### src/rtl/resp_rdata_mux_2to1.sv
// resp_rdata_mux_2to1
// Return-path merge for router_slave: folds the read-data (R) and write-
// response (B) channels of two slaves onto one master port. Each channel
// owns a round-robin arbiter with a grant lock, so an R burst is never
// interleaved with another and a B beat is never split. The grant is
// registered: one idle (bubble) cycle separates consecutive grants.

module resp_rdata_mux_2to1 #(
  parameter int ID_W   = 4,
  parameter int DATA_W = 32
) (
  input  logic              aclk,
  input  logic              areset,

  // R channel, slave 1
  input  logic [ID_W-1:0]   rid_s1,
  input  logic [DATA_W-1:0] rdata_s1,
  input  logic [1:0]        rresp_s1,
  input  logic              rlast_s1,
  input  logic              rvalid_s1,
  output logic              rready_s1,

  // R channel, slave 2
  input  logic [ID_W-1:0]   rid_s2,
  input  logic [DATA_W-1:0] rdata_s2,
  input  logic [1:0]        rresp_s2,
  input  logic              rlast_s2,
  input  logic              rvalid_s2,
  output logic              rready_s2,

  // R channel, master
  output logic [ID_W-1:0]   rid_m,
  output logic [DATA_W-1:0] rdata_m,
  output logic [1:0]        rresp_m,
  output logic              rlast_m,
  output logic              rvalid_m,
  input  logic              rready_m,

  // B channel, slave 1
  input  logic [ID_W-1:0]   bid_s1,
  input  logic [1:0]        bresp_s1,
  input  logic              bvalid_s1,
  output logic              bready_s1,

  // B channel, slave 2
  input  logic [ID_W-1:0]   bid_s2,
  input  logic [1:0]        bresp_s2,
  input  logic              bvalid_s2,
  output logic              bready_s2,

  // B channel, master
  output logic [ID_W-1:0]   bid_m,
  output logic [1:0]        bresp_m,
  output logic              bvalid_m,
  input  logic              bready_m
);

  // Grant states shared by both channel arbiters.
  localparam logic [1:0] IDLE   = 2'd0;
  localparam logic [1:0] GNT_S1 = 2'd1;
  localparam logic [1:0] GNT_S2 = 2'd2;

  // prio = 0 prefers slave 1 when both request, prio = 1 prefers slave 2.
  logic [1:0] r_state, r_state_nxt;
  logic       r_prio,  r_prio_nxt;
  logic [1:0] b_state, b_state_nxt;
  logic       b_prio,  b_prio_nxt;

  // Handshake qualifiers for the currently granted slave.
  logic r_done_s1, r_done_s2;
  logic b_done_s1, b_done_s2;

  assign r_done_s1 = rvalid_s1 & rready_m & rlast_s1;
  assign r_done_s2 = rvalid_s2 & rready_m & rlast_s2;
  assign b_done_s1 = bvalid_s1 & bready_m;
  assign b_done_s2 = bvalid_s2 & bready_m;

  // ---------------------------------------------------------------------------
  // R channel
  // ---------------------------------------------------------------------------

  // R arbiter: pick a slave from IDLE, hold it until the rlast handshake.
  always_comb begin
    // NOTE: every variable gets a default before the case so no path leaves
    // it unassigned; an unassigned path would infer a latch.
    r_state_nxt = r_state;
    r_prio_nxt  = r_prio;
    case (r_state)
      IDLE: begin
        if (rvalid_s1 && (!rvalid_s2 || !r_prio)) begin
          r_state_nxt = GNT_S1;
        end else if (rvalid_s2) begin
          r_state_nxt = GNT_S2;
        end
      end
      GNT_S1: begin
        if (r_done_s1) begin
          r_state_nxt = IDLE;
          r_prio_nxt  = 1'b1;
        end
      end
      GNT_S2: begin
        if (r_done_s2) begin
          r_state_nxt = IDLE;
          r_prio_nxt  = 1'b0;
        end
      end
      default: begin
        r_state_nxt = IDLE;
      end
    endcase
  end

  // R arbiter state and priority registers; reset aborts any burst.
  always_ff @(posedge aclk or negedge areset) begin
    // NOTE: state registers use non-blocking assignment so every flop samples
    // the values from before the edge, independent of block ordering.
    if (!areset) begin
      r_state <= IDLE;
      r_prio  <= 1'b0;
    end else begin
      r_state <= r_state_nxt;
      r_prio  <= r_prio_nxt;
    end
  end

  // R datapath: forward the granted slave, everything else held at zero.
  always_comb begin
    rid_m     = '0;
    rdata_m   = '0;
    rresp_m   = '0;
    rlast_m   = 1'b0;
    rvalid_m  = 1'b0;
    rready_s1 = 1'b0;
    rready_s2 = 1'b0;
    case (r_state)
      GNT_S1: begin
        rid_m     = rid_s1;
        rdata_m   = rdata_s1;
        rresp_m   = rresp_s1;
        rlast_m   = rlast_s1;
        rvalid_m  = rvalid_s1;
        rready_s1 = rready_m;
      end
      GNT_S2: begin
        rid_m     = rid_s2;
        rdata_m   = rdata_s2;
        rresp_m   = rresp_s2;
        rlast_m   = rlast_s2;
        rvalid_m  = rvalid_s2;
        rready_s2 = rready_m;
      end
      default: begin
      end
    endcase
  end

  // ---------------------------------------------------------------------------
  // B channel
  // ---------------------------------------------------------------------------

  // B arbiter: same policy as R, but every response is a single beat.
  always_comb begin
    b_state_nxt = b_state;
    b_prio_nxt  = b_prio;
    case (b_state)
      IDLE: begin
        if (bvalid_s1 && (!bvalid_s2 || !b_prio)) begin
          b_state_nxt = GNT_S1;
        end else if (bvalid_s2) begin
          b_state_nxt = GNT_S2;
        end
      end
      GNT_S1: begin
        if (b_done_s1) begin
          b_state_nxt = IDLE;
          b_prio_nxt  = 1'b1;
        end
      end
      GNT_S2: begin
        if (b_done_s2) begin
          b_state_nxt = IDLE;
          b_prio_nxt  = 1'b0;
        end
      end
      default: begin
        b_state_nxt = IDLE;
      end
    endcase
  end

  // B arbiter state and priority registers.
  always_ff @(posedge aclk or negedge areset) begin
    if (!areset) begin
      b_state <= IDLE;
      b_prio  <= 1'b0;
    end else begin
      b_state <= b_state_nxt;
      b_prio  <= b_prio_nxt;
    end
  end

  // B datapath: forward the granted slave, everything else held at zero.
  always_comb begin
    bid_m     = '0;
    bresp_m   = '0;
    bvalid_m  = 1'b0;
    bready_s1 = 1'b0;
    bready_s2 = 1'b0;
    case (b_state)
      GNT_S1: begin
        bid_m     = bid_s1;
        bresp_m   = bresp_s1;
        bvalid_m  = bvalid_s1;
        bready_s1 = bready_m;
      end
      GNT_S2: begin
        bid_m     = bid_s2;
        bresp_m   = bresp_s2;
        bvalid_m  = bvalid_s2;
        bready_s2 = bready_m;
      end
      default: begin
      end
    endcase
  end

endmodule

### config.mk
export PLATFORM = sky130hd
export DESIGN_NAME = resp_rdata_mux_2to1
export DESIGN_NICKNAME = d
export VERILOG_FILES = /design/src/rtl/resp_rdata_mux_2to1.sv
export SDC_FILE = /design/constraint.sdc
export NUM_CORES = 1
export LEC_CHECK = 0
export ABC_AREA = 1
export CORE_AREA = 2 2 65 80
export DETAILED_ROUTE_END_ITERATION = 16
export DIE_AREA = 0 0 67 82
export PLACE_DENSITY = 0.77
export SYNTH_ARGS = -nofsm -noshare
export SYNTH_HDL_FRONTEND = slang
export SYNTH_SLANG_ARGS = --single-unit
### constraint.sdc
create_clock -name aclk -period 2.1 [get_ports aclk]
set_clock_uncertainty 0.2 [all_clocks]
set_input_delay 0.42 -clock aclk [delete_from_list [all_inputs] [get_ports aclk]]
set_output_delay 0.42 -clock aclk [all_outputs]
set_load 0.01 [all_outputs]
==> reports/metrics.json, run 1 <==
{
  "run_status": {"value": "completed"},
  "worstPathCellList": {"value": "inv_2 -> ha_1 -> inv_2 -> a21oi_1 -> dlygate4sd2_1"},
  "multi_input_area": {"value": 944.7, "unit": "um2"},
  "crit_cells": {"value": 5},
  "die_area": {"value": 5494, "unit": "um2"},
  "drv.max_cap_violation_count": {"value": 0},
  "syn2layout_area_growth": {"value": 133.2, "unit": "%"},
  "worst_slew_pin_slew": {"value": 0.2572, "unit": "ns"},
  "post_synthesis_sequential_element_count": {"value": 6},
  "preCtsSetupSlack": {"value": -0.2326, "unit": "ns"},
  "synth.cells.most_frequent": {"value": "118 x sky130_fd_sc_hd__nand2_1, 48 x sky130_fd_sc_hd__a21oi_1, 13 x sky130_fd_sc_hd__inv_1"},
  "cts-htree-levels": {"value": 1},
  "wl_per_cell": {"value": 12.16, "unit": "um"},
  "worst_skew_pair.late_latency": {"value": 0.22, "unit": "ns"},
  "timing_worst_setup_path_type": {"value": "flop to primary output"},
  "synth.yosys.seq_area_share": {"value": 12.62, "unit": "%"},
  "dr.pass1.iters": {"value": 4},
  "timing.critical_path.required": {"value": 1.48, "unit": "ns"},
  "timing.critical_path.slowest_stage_cell": {"value": "sky130_fd_sc_hd__dfrtp_1"},
  "grt_remaining_overflow": {"value": 0},
  "ff2ff_setup_slack": {"value": 0.39, "unit": "ns"},
  "synth_largest_area_cell": {"value": "sky130_fd_sc_hd__nand2_1"},
  "hold_ws": {"value": 0.2340, "unit": "ns"},
  "worst_hold_path_class": {"value": "primary input to async pin"},
  "timing.final.setup_violations": {"value": 0},
  "synth_fp_nets": {"value": 330},
  "layout.nets": {"value": 490},
  "critical_path.startpoint_type": {"value": "flop"},
  "avgSynthCellArea": {"value": 5.265, "unit": "um2"},
  "drtIter0Drc": {"value": 56},
  "fillerInstances": {"value": 466},
  "synth_flop_type": {"value": "sky130_fd_sc_hd__dfrtp_1"},
  "clock_tree_from_tritoncts": {"value": "built"},
  "final_core_util": {"value": 58.25, "unit": "%"},
  "drc": {"value": 0},
  "cts_made_buffers": {"value": 3},
  "fin_setup_tns": {"value": 0, "unit": "ns"},
  "clockRootBuffer": {"value": "sky130_fd_sc_hd__clkbuf_8"},
  "synth_enable_flop_cells": {"value": 0},
  "post_synth_inst_count": {"value": 226},
  "gp_congestion": {"value": 0.8073},
  "setup_ws": {"value": 0.04818, "unit": "ns"},
  "synth_largest_type_area_fraction": {"value": 37.22, "unit": "%"},
  "total_power": {"value": 2.519, "unit": "mW"},
  "design.core.area": {"value": 4765, "unit": "um2"},
  "fin_crit_sh": {"value": 97.71, "unit": "%"},
  "clock_sink_count": {"value": 6},
  "place_hpwl": {"value": 4191, "unit": "um"},
  "yosys-top-cells-area": {"value": "sky130_fd_sc_hd__nand2_1 37%, sky130_fd_sc_hd__a21oi_1 20%, sky130_fd_sc_hd__dfrtp_1 13%, sky130_fd_sc_hd__ha_1 6.3%, sky130_fd_sc_hd__buf_6 5.7%"},
  "crit-reg2reg-launch": {"value": "r_state[0]"},
  "r2r.worst_path.cells": {"value": 8},
  "placement.cell_area": {"value": 2811, "unit": "um2"},
  "synth-warning-count": {"value": 0},
  "critPathMaxFanout": {"value": 7},
  "rsz0062_at_grt": {"value": "true"},
  "design_area": {"value": 2775, "unit": "um2"},
  "critPathBufInv": {"value": 3},
  "portBuffers": {"value": 148},
  "slew_violations": {"value": 0},
  "netlist-cell-type-count": {"value": 16},
  "first_global_vias": {"value": 1803},
  "worst_ir_drop_vdd": {"value": 0.8334, "unit": "mV"},
  "power_leakage": {"value": 1.243, "unit": "nW"},
  "timing.critical_path.max_delay_family": {"value": "buffers and inverters"},
  "num_rows": {"value": 28},
  "cts.hold.buffers_added": {"value": 0},
  "maxSlewHeadroom": {"value": 82.80, "unit": "%"},
  "clock_path_buffers": {"value": 2},
  "clk_transition_reported_paths": {"value": 0.04, "unit": "ns"},
  "library_cell_with_the_highest_instance_count_after_synthesis": {"value": "sky130_fd_sc_hd__nand2_1"},
  "crit_start": {"value": "b_state[1]"},
  "boundary_pin_count": {"value": 149},
  "power-per-cell-area": {"value": 907.9, "unit": "nW/um2"},
  "initial_core_util": {"value": 24.97, "unit": "%"},
  "worstPathArrival": {"value": 1.43, "unit": "ns"},
  "placed_cell_count": {"value": 437},
  "final_cell_count_no_fill": {"value": 444},
  "die_width": {"value": 67, "unit": "um"},
  "setup.worst_path.end_class": {"value": "primary output"},
  "seq_area": {"value": 150.1, "unit": "um2"},
  "avgViaCountPerCell": {"value": 4.565},
  "die_y": {"value": 82, "unit": "um"},
  "maximum_number_of_pins_on_one_net_before_global_route_repair": {"value": 25},
  "ys_async_sr_fraction": {"value": 100.0, "unit": "%"},
  "max_freq": {"value": 0.4874, "unit": "GHz"},
  "drive_gt1_share": {"value": 23.18, "unit": "%"},
  "via_count": {"value": 2027},
  "hold_viol_final": {"value": 0},
  "grt_first_pass_wirelength": {"value": 7734, "unit": "um"},
  "worst_setup_path_endpoint": {"value": "bid_m[3]"},
  "groute.usage.overall": {"value": 17.52, "unit": "%"},
  "synth.cell_area": {"value": 1190, "unit": "um2"},
  "timing.final.crit_period": {"value": 2.052, "unit": "ns"},
  "drtAntennaViolNets": {"value": 0},
  "timing.critical_path.mode_cell": {"value": "sky130_fd_sc_hd__inv_2"},
  "r2r_end": {"value": "r_prio"},
  "grt_antenna_before_repair": {"value": 0},
  "slowest_delay": {"value": 0.39, "unit": "ns"},
  "drt_wirelength": {"value": 5399, "unit": "um"},
  "n_antenna_cell": {"value": 0}
}
flip-flops by register name (all words and copies together), names as in the netlist:
register  flops
r_state       2
r_prio        1
b_prio        1
b_state       2
layout by cell type (no fill, tap or decap):
cell                                n
sky130_fd_sc_hd__nand3_2            1
sky130_fd_sc_hd__clkbuf_8           3
sky130_fd_sc_hd__clkbuf_16          1
sky130_fd_sc_hd__nor2_1             3
sky130_fd_sc_hd__buf_6              2
sky130_fd_sc_hd__buf_4             15
sky130_fd_sc_hd__dlygate4sd2_1      2
sky130_fd_sc_hd__ha_1               1
sky130_fd_sc_hd__inv_2              6
sky130_fd_sc_hd__a21oi_1           43
sky130_fd_sc_hd__a21oi_2            5
sky130_fd_sc_hd__or2_0              1
sky130_fd_sc_hd__nand4_1            3
sky130_fd_sc_hd__buf_8              1
sky130_fd_sc_hd__a21boi_1           1
sky130_fd_sc_hd__clkdlybuf4s50_1   97
sky130_fd_sc_hd__buf_12             4
sky130_fd_sc_hd__dfrtp_1            6
sky130_fd_sc_hd__clkdlybuf4s15_2    1
sky130_fd_sc_hd__nand2_2            1
sky130_fd_sc_hd__o21ai_1            2
sky130_fd_sc_hd__ha_4               5
sky130_fd_sc_hd__buf_2             39
sky130_fd_sc_hd__nand3_1            7
sky130_fd_sc_hd__clkbuf_2           5
sky130_fd_sc_hd__inv_1              7
sky130_fd_sc_hd__clkdlybuf4s15_1    4
sky130_fd_sc_hd__nand2_1          118
power by group:
group,internal (mW),switching (mW)
clock,0.123,0.0473
combinational,1.00,1.14
sequential,0.166,0.0375
total,1.29,1.23
worst min-delay path by stage:
| stage | from | to | cells past startpoint |
|---|---|---|---|
| global route | areset | r_state[0] | 1 |
| CTS | areset | r_state[0] | 1 |
| global placement | r_prio | r_prio | 2 |
| finish | areset | r_state[0] | 1 |
| detailed placement | r_prio | r_prio | 2 |
| floorplan | areset | b_prio | 0 |
cell type report:
type | count | area share [%]
timing repair buffer | 171 | 54.60
tap | 60 | 2.705
sequential | 6 | 5.410
multi-input combinational | 191 | 34.04
inverter | 13 | 1.758
clock buffer | 3 | 1.488
layer usage:
layer	vias up	share of wire, %	GRT usage [%]	wire [um]
li1	1039	-	-	-
met1	878	36	16.74	1950
met2	99	50	33.47	2715
met3	11	11	6.027	620
met4	0	2.1	7.143	112
met5	-	0	0	0
timing repair:
item | CTS | global route
gates resized for setup | 193 | 15
gates cloned | 0 | 1
buffers inserted | 0 | 3
endpoints found under the setup margin | 51 | 50
logic make-up (layout without fill, tap and decap cells):
| family | count (synthesis) | count (layout) | synth area share (%) |
|---|---|---|---|
| flops | 6 | 6 | 12.62 |
| fa+ha+maj | 6 | 6 | 6.309 |
| compound gates | 51 | 51 | 21.66 |
| buf+inv | 29 | 187 | 14.83 |
| simple gates | 134 | 134 | 44.58 |
Note: power is estimated with default switching activity, not from simulation.
==> run 2, diff against run 1 <==
--- a/config.mk
+++ b/config.mk
@@ -6,10 +6,10 @@
 export NUM_CORES = 1
 export LEC_CHECK = 0
 export ABC_AREA = 1
-export CORE_AREA = 2 2 65 80
+export CORE_AREA = 4 4 67 82
 export DETAILED_ROUTE_END_ITERATION = 16
-export DIE_AREA = 0 0 67 82
-export PLACE_DENSITY = 0.77
+export DIE_AREA = 0 0 71 86
+export PLACE_DENSITY_LB_ADDON = 0.12
 export SYNTH_ARGS = -nofsm -noshare
 export SYNTH_HDL_FRONTEND = slang
 export SYNTH_SLANG_ARGS = --single-unit
==> run 2 against run 1 <==
  * The flow now finishes with violations (negative setup slack)
  * Combinational power up 39%
  * Sequential cell count unchanged
  * Core utilization up 7.5 points
  * Count of clock-buffer cells in the layout unchanged
  * Sequential power about the same
  * Register-to-register slack about the same
  * Hold slack better by 0.0079 ns
  * First-iteration DRC count up 93%
  * Non-clock buffer count up 16
  * Wire length up 35%
  * Global-route usage up 2.3 points
  * Setup slack worse by 0.13 ns
  * Critical path type unchanged
  * Largest cell class unchanged
==> reports/metrics.json, run 2 (synthesis gave the netlist of run 1 again) <==
{
  "hold_viol_final": {"value": 0},
  "grt.met2_usage": {"value": 37.72, "unit": "%"},
  "placement.cell_area": {"value": 2806, "unit": "um2"},
  "setup.worst_path.end_class": {"value": "primary output"},
  "timing.critical_path.mode_cell": {"value": "sky130_fd_sc_hd__buf_6"},
  "die_area": {"value": 6106, "unit": "um2"},
  "boundary_pin_count": {"value": 149},
  "grtUsageMet3": {"value": 4.689, "unit": "%"},
  "n_antenna_cell": {"value": 0},
  "drive_gt1_share": {"value": 38.00, "unit": "%"},
  "fin_setup_tns": {"value": -0.1025, "unit": "ns"},
  "timing.final.setup_violations": {"value": 4},
  "final_cell_count_no_fill": {"value": 460},
  "worst_skew_pair.late_latency": {"value": 0.22, "unit": "ns"},
  "placed_cell_count": {"value": 438},
  "slew_violations": {"value": 0},
  "cts_made_buffers": {"value": 3},
  "multi_input_area": {"value": 1100, "unit": "um2"},
  "cts-htree-levels": {"value": 1},
  "grt_remaining_overflow": {"value": 0},
  "worstPathArrival": {"value": 1.56, "unit": "ns"},
  "violations": {"value": "negative setup slack"},
  "drtAntennaViolNets": {"value": 0},
  "clockRootBuffer": {"value": "sky130_fd_sc_hd__clkbuf_8"},
  "first_global_vias": {"value": 1994},
  "clock_path_buffers": {"value": 2},
  "most-common-layout-cells": {"value": "101 x sky130_fd_sc_hd__nand2_1, 97 x sky130_fd_sc_hd__clkdlybuf4s50_1, 41 x sky130_fd_sc_hd__buf_2"},
  "global_route.usage.met1": {"value": 21.93, "unit": "%"},
  "avgViaCountPerCell": {"value": 4.667},
  "syn2layout_area_growth": {"value": 163.2, "unit": "%"},
  "seq_area": {"value": 150.1, "unit": "um2"},
  "timing_worst_setup_path_type": {"value": "flop to primary output"},
  "slowest_delay": {"value": 0.40, "unit": "ns"},
  "final_core_util": {"value": 65.73, "unit": "%"},
  "grt_first_pass_wirelength": {"value": 9894, "unit": "um"},
  "timing.critical_path.required": {"value": 1.48, "unit": "ns"},
  "power_leakage": {"value": 1.415, "unit": "nW"},
  "num_rows": {"value": 28},
  "critPathMaxFanout": {"value": 7},
  "drc": {"value": 0},
  "initial_core_util": {"value": 24.97, "unit": "%"},
  "clock_tree_from_tritoncts": {"value": "built"},
  "critical_path.startpoint_type": {"value": "flop"},
  "worst_hold_path_class": {"value": "primary input to async pin"},
  "dr.pass1.iters": {"value": 4},
  "fillerInstances": {"value": 439},
  "globalRoute.busiestLayer": {"value": "met2"},
  "maximum_number_of_pins_on_one_net_before_global_route_repair": {"value": 21},
  "maxSlewHeadroom": {"value": 81.96, "unit": "%"},
  "drtIter0Drc": {"value": 108},
  "via_count": {"value": 2147},
  "die_y": {"value": 86, "unit": "um"},
  "worst_ir_drop_vdd": {"value": 0.7801, "unit": "mV"},
  "groute.usage.overall": {"value": 19.79, "unit": "%"},
  "timing.critical_path.slowest_stage_cell": {"value": "sky130_fd_sc_hd__dfrtp_1"},
  "timing.final.crit_period": {"value": 2.179, "unit": "ns"},
  "clk_transition_reported_paths": {"value": 0.04, "unit": "ns"},
  "rsz0062_at_grt": {"value": "true"},
  "drv.max_cap_violation_count": {"value": 0},
  "reg_top3": {"value": "b_state: 2 flops, r_state: 2 flops"},
  "max_freq": {"value": 0.4588, "unit": "GHz"},
  "die_width": {"value": 71, "unit": "um"},
  "wl_per_cell": {"value": 15.80, "unit": "um"},
  "worst_slew_pin_slew": {"value": 0.2698, "unit": "ns"},
  "fin_crit_sh": {"value": 103.8, "unit": "%"},
  "grt_antenna_before_repair": {"value": 0},
  "worstPathCellList": {"value": "inv_2 -> ha_4 -> buf_6 -> buf_6 -> nand2_1 -> a21oi_2 -> buf_2"},
  "total_power": {"value": 3.358, "unit": "mW"},
  "layout.nets": {"value": 506},
  "final_common_cell": {"value": "sky130_fd_sc_hd__nand2_1"},
  "power-per-cell-area": {"value": 1072, "unit": "nW/um2"},
  "setup_ws": {"value": -0.07945, "unit": "ns"},
  "design_area": {"value": 3132, "unit": "um2"},
  "run_status": {"value": "finished, violations left"},
  "place_hpwl": {"value": 4580, "unit": "um"},
  "drt_wirelength": {"value": 7266, "unit": "um"},
  "design.core.area": {"value": 4765, "unit": "um2"},
  "clock_sink_count": {"value": 6},
  "gp_congestion": {"value": 0.7974},
  "portBuffers": {"value": 148}
}
-- run 2: changes by cell type in the layout (fill, tap and decap cells not counted), sizes merged --
cell / previous run / this run
clkbuf: 9 / 14
buf: 61 / 77
dlygate4sd2: 2 / 1
clkdlybuf4s15: 5 / 1
-- run 2: what timing repair did --
item / in CTS / in global routing
buffers inserted: 12 / 4
pin swaps: 9 / 20
gates resized for setup: 204 / 80
cloned: 6 / 5
setup endpoints to repair: 51 / 49
hold buffers: 0 / 0
-- run 2: area by class of cell --
| type | instances | area share (%) |
|---|---|---|
| flip-flops and latches | 6 | 4.794 |
| inverters | 13 | 1.798 |
| repair buffers | 187 | 54.57 |
| multi-input cells | 191 | 35.12 |
| clock buffers | 3 | 1.318 |
| well taps | 60 | 2.397 |
-- run 2: layer usage --
| layer | wire, um | part of all wire (%) |
|---|---|---|
| met3 | 625 | 8.6 |
| met5 | 0 | 0 |
| met2 | 3910 | 54 |
| met4 | 44 | 0.61 |
| met1 | 2686 | 37 |
-- run 2: critical path: cells and delay by family, from the launching register on --
kind,cells,cell delay [ns]
buffers and inverters,4,0.52
flip-flops,1,0.40
adder cells (fa/ha/maj),1,0.18
AO/OA/AOI/OAI,1,0.15
AND/OR/NAND/NOR,1,0.09
-- run 2: path summary, 6_finish.rpt --
kind / start / end / slack, ns / cells past startpoint
max in group asynchronous: areset / b_state[1] / 1.24 / 1
hold reg to reg: r_prio / r_prio / 0.28 / 2
hold / removal: areset / r_state[1] / 0.24 / 1
setup / recovery: r_state[1] / rdata_m[19] / -0.08 / 7
min in group aclk: r_prio / r_prio / 0.28 / 2
setup reg to reg: r_state[0] / r_prio / 0.38 / 9
-- run 2: power breakdown --
part | switching, mW | internal [mW]
combinational | 1.53 | 1.45
clock | 0.0451 | 0.123
sequential | 0.0364 | 0.166
total | 1.61 | 1.74
-- run 2: per-stage QoR --
step	worst slack (ns)	hold slack [ns]
after floorplan	0.3353	-0.07559
after global placement	-0.1861	0.2670
after detailed placement	-0.1879	0.2759
after CTS	-0.1391	0.2448
after global routing	-0.1403	0.2446
final	-0.07945	0.2419
==> run 3, diff against run 2 <==
--- a/config.mk
+++ b/config.mk
@@ -6,9 +6,10 @@
 export NUM_CORES = 1
 export LEC_CHECK = 0
 export ABC_AREA = 1
-export CORE_AREA = 4 4 67 82
+export CORE_AREA = 4 4 65 79
 export DETAILED_ROUTE_END_ITERATION = 16
-export DIE_AREA = 0 0 71 86
+export DIE_AREA = 0 0 69 83
+export HOLD_SLACK_MARGIN = 0.1
 export PLACE_DENSITY_LB_ADDON = 0.12
 export SYNTH_ARGS = -nofsm -noshare
 export SYNTH_HDL_FRONTEND = slang
==> constraint.sdc (replaced) <==
create_clock -name aclk -period 2.78 [get_ports aclk]
set_clock_uncertainty 0.2 [all_clocks]
set_input_delay 0.556 -clock aclk [delete_from_list [all_inputs] [get_ports aclk]]
set_output_delay 0.556 -clock aclk [all_outputs]
set_load 0.01 [all_outputs]
==> run 3 against run 2 <==
  * The run now ends clean
  * Setup slack better by 0.20 ns
  * Count of clock-buffer cells in the layout stayed put
  * Core utilization is 3.6 points lower
  * Clock power is 27% lower
  * Hold slack better by 0.051 ns
  * Sequential share of layout area is 0.62 points higher
  * Non-clock buffer count is 31 lower
  * Wire length is 21% lower
  * Critical path depth is 3 lower
  * Critical path type is now primary input to primary output
  * Largest power group unchanged
==> reports/metrics.json, run 3 (synthesis gave the netlist of run 1 again) <==
{
  "postCtsResizedCells": {"value": 0},
  "groute.usage.overall": {"value": 19.04, "unit": "%"},
  "power_leakage": {"value": 1.130, "unit": "nW"},
  "grt_antenna_before_repair": {"value": 0},
  "worst_ir_drop_vdd": {"value": 0.4830, "unit": "mV"},
  "worst_hold_path_class": {"value": "flop to flop"},
  "grt_remaining_overflow": {"value": 0},
  "slew_violations": {"value": 0},
  "r2r.worst_path.cells": {"value": 7},
  "fin_setup_tns": {"value": 0, "unit": "ns"},
  "die_y": {"value": 83, "unit": "um"},
  "min_path_cells": {"value": 2},
  "clock_tree_from_tritoncts": {"value": "built"},
  "power.share.clock": {"value": 6.7, "unit": "%"},
  "critPathMaxFanout": {"value": 5},
  "maximum_number_of_pins_on_one_net_before_global_route_repair": {"value": 28},
  "final_common_cell": {"value": "sky130_fd_sc_hd__clkdlybuf4s50_1"},
  "grt_first_pass_wirelength": {"value": 9156, "unit": "um"},
  "final_core_util": {"value": 62.18, "unit": "%"},
  "initial_core_util": {"value": 26.68, "unit": "%"},
  "clock_path_buffers": {"value": 2},
  "drt_wirelength": {"value": 5762, "unit": "um"},
  "final_cell_count_no_fill": {"value": 427},
  "avgViaCountPerCell": {"value": 4.557},
  "portBuffers": {"value": 148},
  "via_count": {"value": 1946},
  "design_area": {"value": 2773, "unit": "um2"},
  "drtIter0Drc": {"value": 104},
  "die_width": {"value": 69, "unit": "um"},
  "worst_skew_pair.late_latency": {"value": 0.21, "unit": "ns"},
  "timing.final.crit_period": {"value": 2.658, "unit": "ns"},
  "preCtsSetupSlack": {"value": 0.1441, "unit": "ns"},
  "drv.max_cap_violation_count": {"value": 0},
  "setup_ws": {"value": 0.1222, "unit": "ns"},
  "worstPathArrival": {"value": 1.90, "unit": "ns"},
  "cts.hold.buffers_added": {"value": 0},
  "gp_congestion": {"value": 0.8763},
  "reg_top3": {"value": "b_state: 2 flops, r_state: 2 flops"},
  "syn2layout_area_growth": {"value": 133.0, "unit": "%"},
  "n_antenna_cell": {"value": 0},
  "boundary_pin_count": {"value": 149},
  "clock_sink_count": {"value": 6},
  "rsz0062_at_grt": {"value": "true"},
  "hold_viol_final": {"value": 0},
  "drc": {"value": 0},
  "first_global_vias": {"value": 1801},
  "run_status": {"value": "completed"},
  "clk_transition_reported_paths": {"value": 0.03, "unit": "ns"},
  "intPower": {"value": 975.4, "unit": "uW"},
  "wl_per_cell": {"value": 13.49, "unit": "um"},
  "post-cts-setup-buffers": {"value": 0},
  "timing.final.setup_violations": {"value": 0},
  "design.core.area": {"value": 4459, "unit": "um2"},
  "cts-htree-levels": {"value": 1},
  "drtAntennaViolNets": {"value": 0},
  "worst_slew_pin_slew": {"value": 0.3522, "unit": "ns"},
  "power-per-cell-area": {"value": 659.9, "unit": "nW/um2"},
  "power_switching": {"value": 854.3, "unit": "uW"},
  "timing.critical_path.required": {"value": 2.02, "unit": "ns"},
  "fin_crit_sh": {"value": 95.60, "unit": "%"},
  "place_hpwl": {"value": 4691, "unit": "um"},
  "num_rows": {"value": 27},
  "dr.pass1.iters": {"value": 4},
  "most-common-layout-cells": {"value": "144 x sky130_fd_sc_hd__clkdlybuf4s50_1, 118 x sky130_fd_sc_hd__nand2_1, 48 x sky130_fd_sc_hd__a21oi_1"},
  "placement.cell_area": {"value": 2701, "unit": "um2"},
  "layout.nets": {"value": 475},
  "pwr-share-comb": {"value": 85.1, "unit": "%"},
  "max_freq": {"value": 0.3763, "unit": "GHz"},
  "switching_share": {"value": 46.69, "unit": "%"},
  "hold_ws": {"value": 0.2927, "unit": "ns"},
  "placed_cell_count": {"value": 424},
  "total_power": {"value": 1.830, "unit": "mW"},
  "drive_gt1_share": {"value": 3.523, "unit": "%"},
  "share_seq_of_total_power": {"value": 8.2, "unit": "%"},
  "critical_path.startpoint_type": {"value": "primary input"},
  "maxSlewHeadroom": {"value": 76.52, "unit": "%"},
  "clockRootBuffer": {"value": "sky130_fd_sc_hd__clkbuf_8"},
  "timing_worst_setup_path_type": {"value": "primary input to primary output"},
  "die_area": {"value": 5727, "unit": "um2"},
  "setup.worst_path.end_class": {"value": "primary output"},
  "cts_made_buffers": {"value": 3}
}
-- run 3: worst paths after layout --
check                                 from         end  slack [ns]
worst max-delay path             bvalid_s1    bvalid_m        0.12
worst min-delay path                r_prio      r_prio        0.29
worst max register to register  r_state[0]  r_state[0]        1.21
worst min register to register      r_prio      r_prio        0.29
max in group asynchronous           areset  r_state[0]        1.79
min in group asynchronous           areset  b_state[1]        0.38
-- run 3: power by group through the flow --
stage	clock [mW]	sequential (mW)	combinational (mW)
6_report	0.123	0.149	1.56
5_1_grt	0.135	0.156	1.72
4_1_cts	0.128	0.150	1.56
3_5_place_dp	0	0.151	1.55
3_3_place_gp	0	0.150	1.54
2_1_floorplan	0	0.145	0.854
-- run 3: cell type report --
cell class	count	area, um2
Inverter	13	48.80
Timing Repair Buffer	156	1597
Clock buffer	3	41.29
Multi-Input combinational cell	191	863.3
Fill cell	401	1687
Sequential cell	6	150.1
Tap cell	58	72.57
-- run 3: critical path, cell delays in order --
cell and delay, ns:
sky130_fd_sc_hd__clkdlybuf4s50_1 0.55, sky130_fd_sc_hd__nand2_1 0.08, sky130_fd_sc_hd__a21oi_1 0.17, sky130_fd_sc_hd__clkdlybuf4s50_1 0.55
-- run 3: layer usage --
metal  track usage, %  vias up  part of all wire, %
met5                0        -                    0
met4            4.085        0                  1.2
met3            3.148        6                  6.6
met2            34.20       72                   51
met1            23.54      860                   41
li1                 -     1008                    -
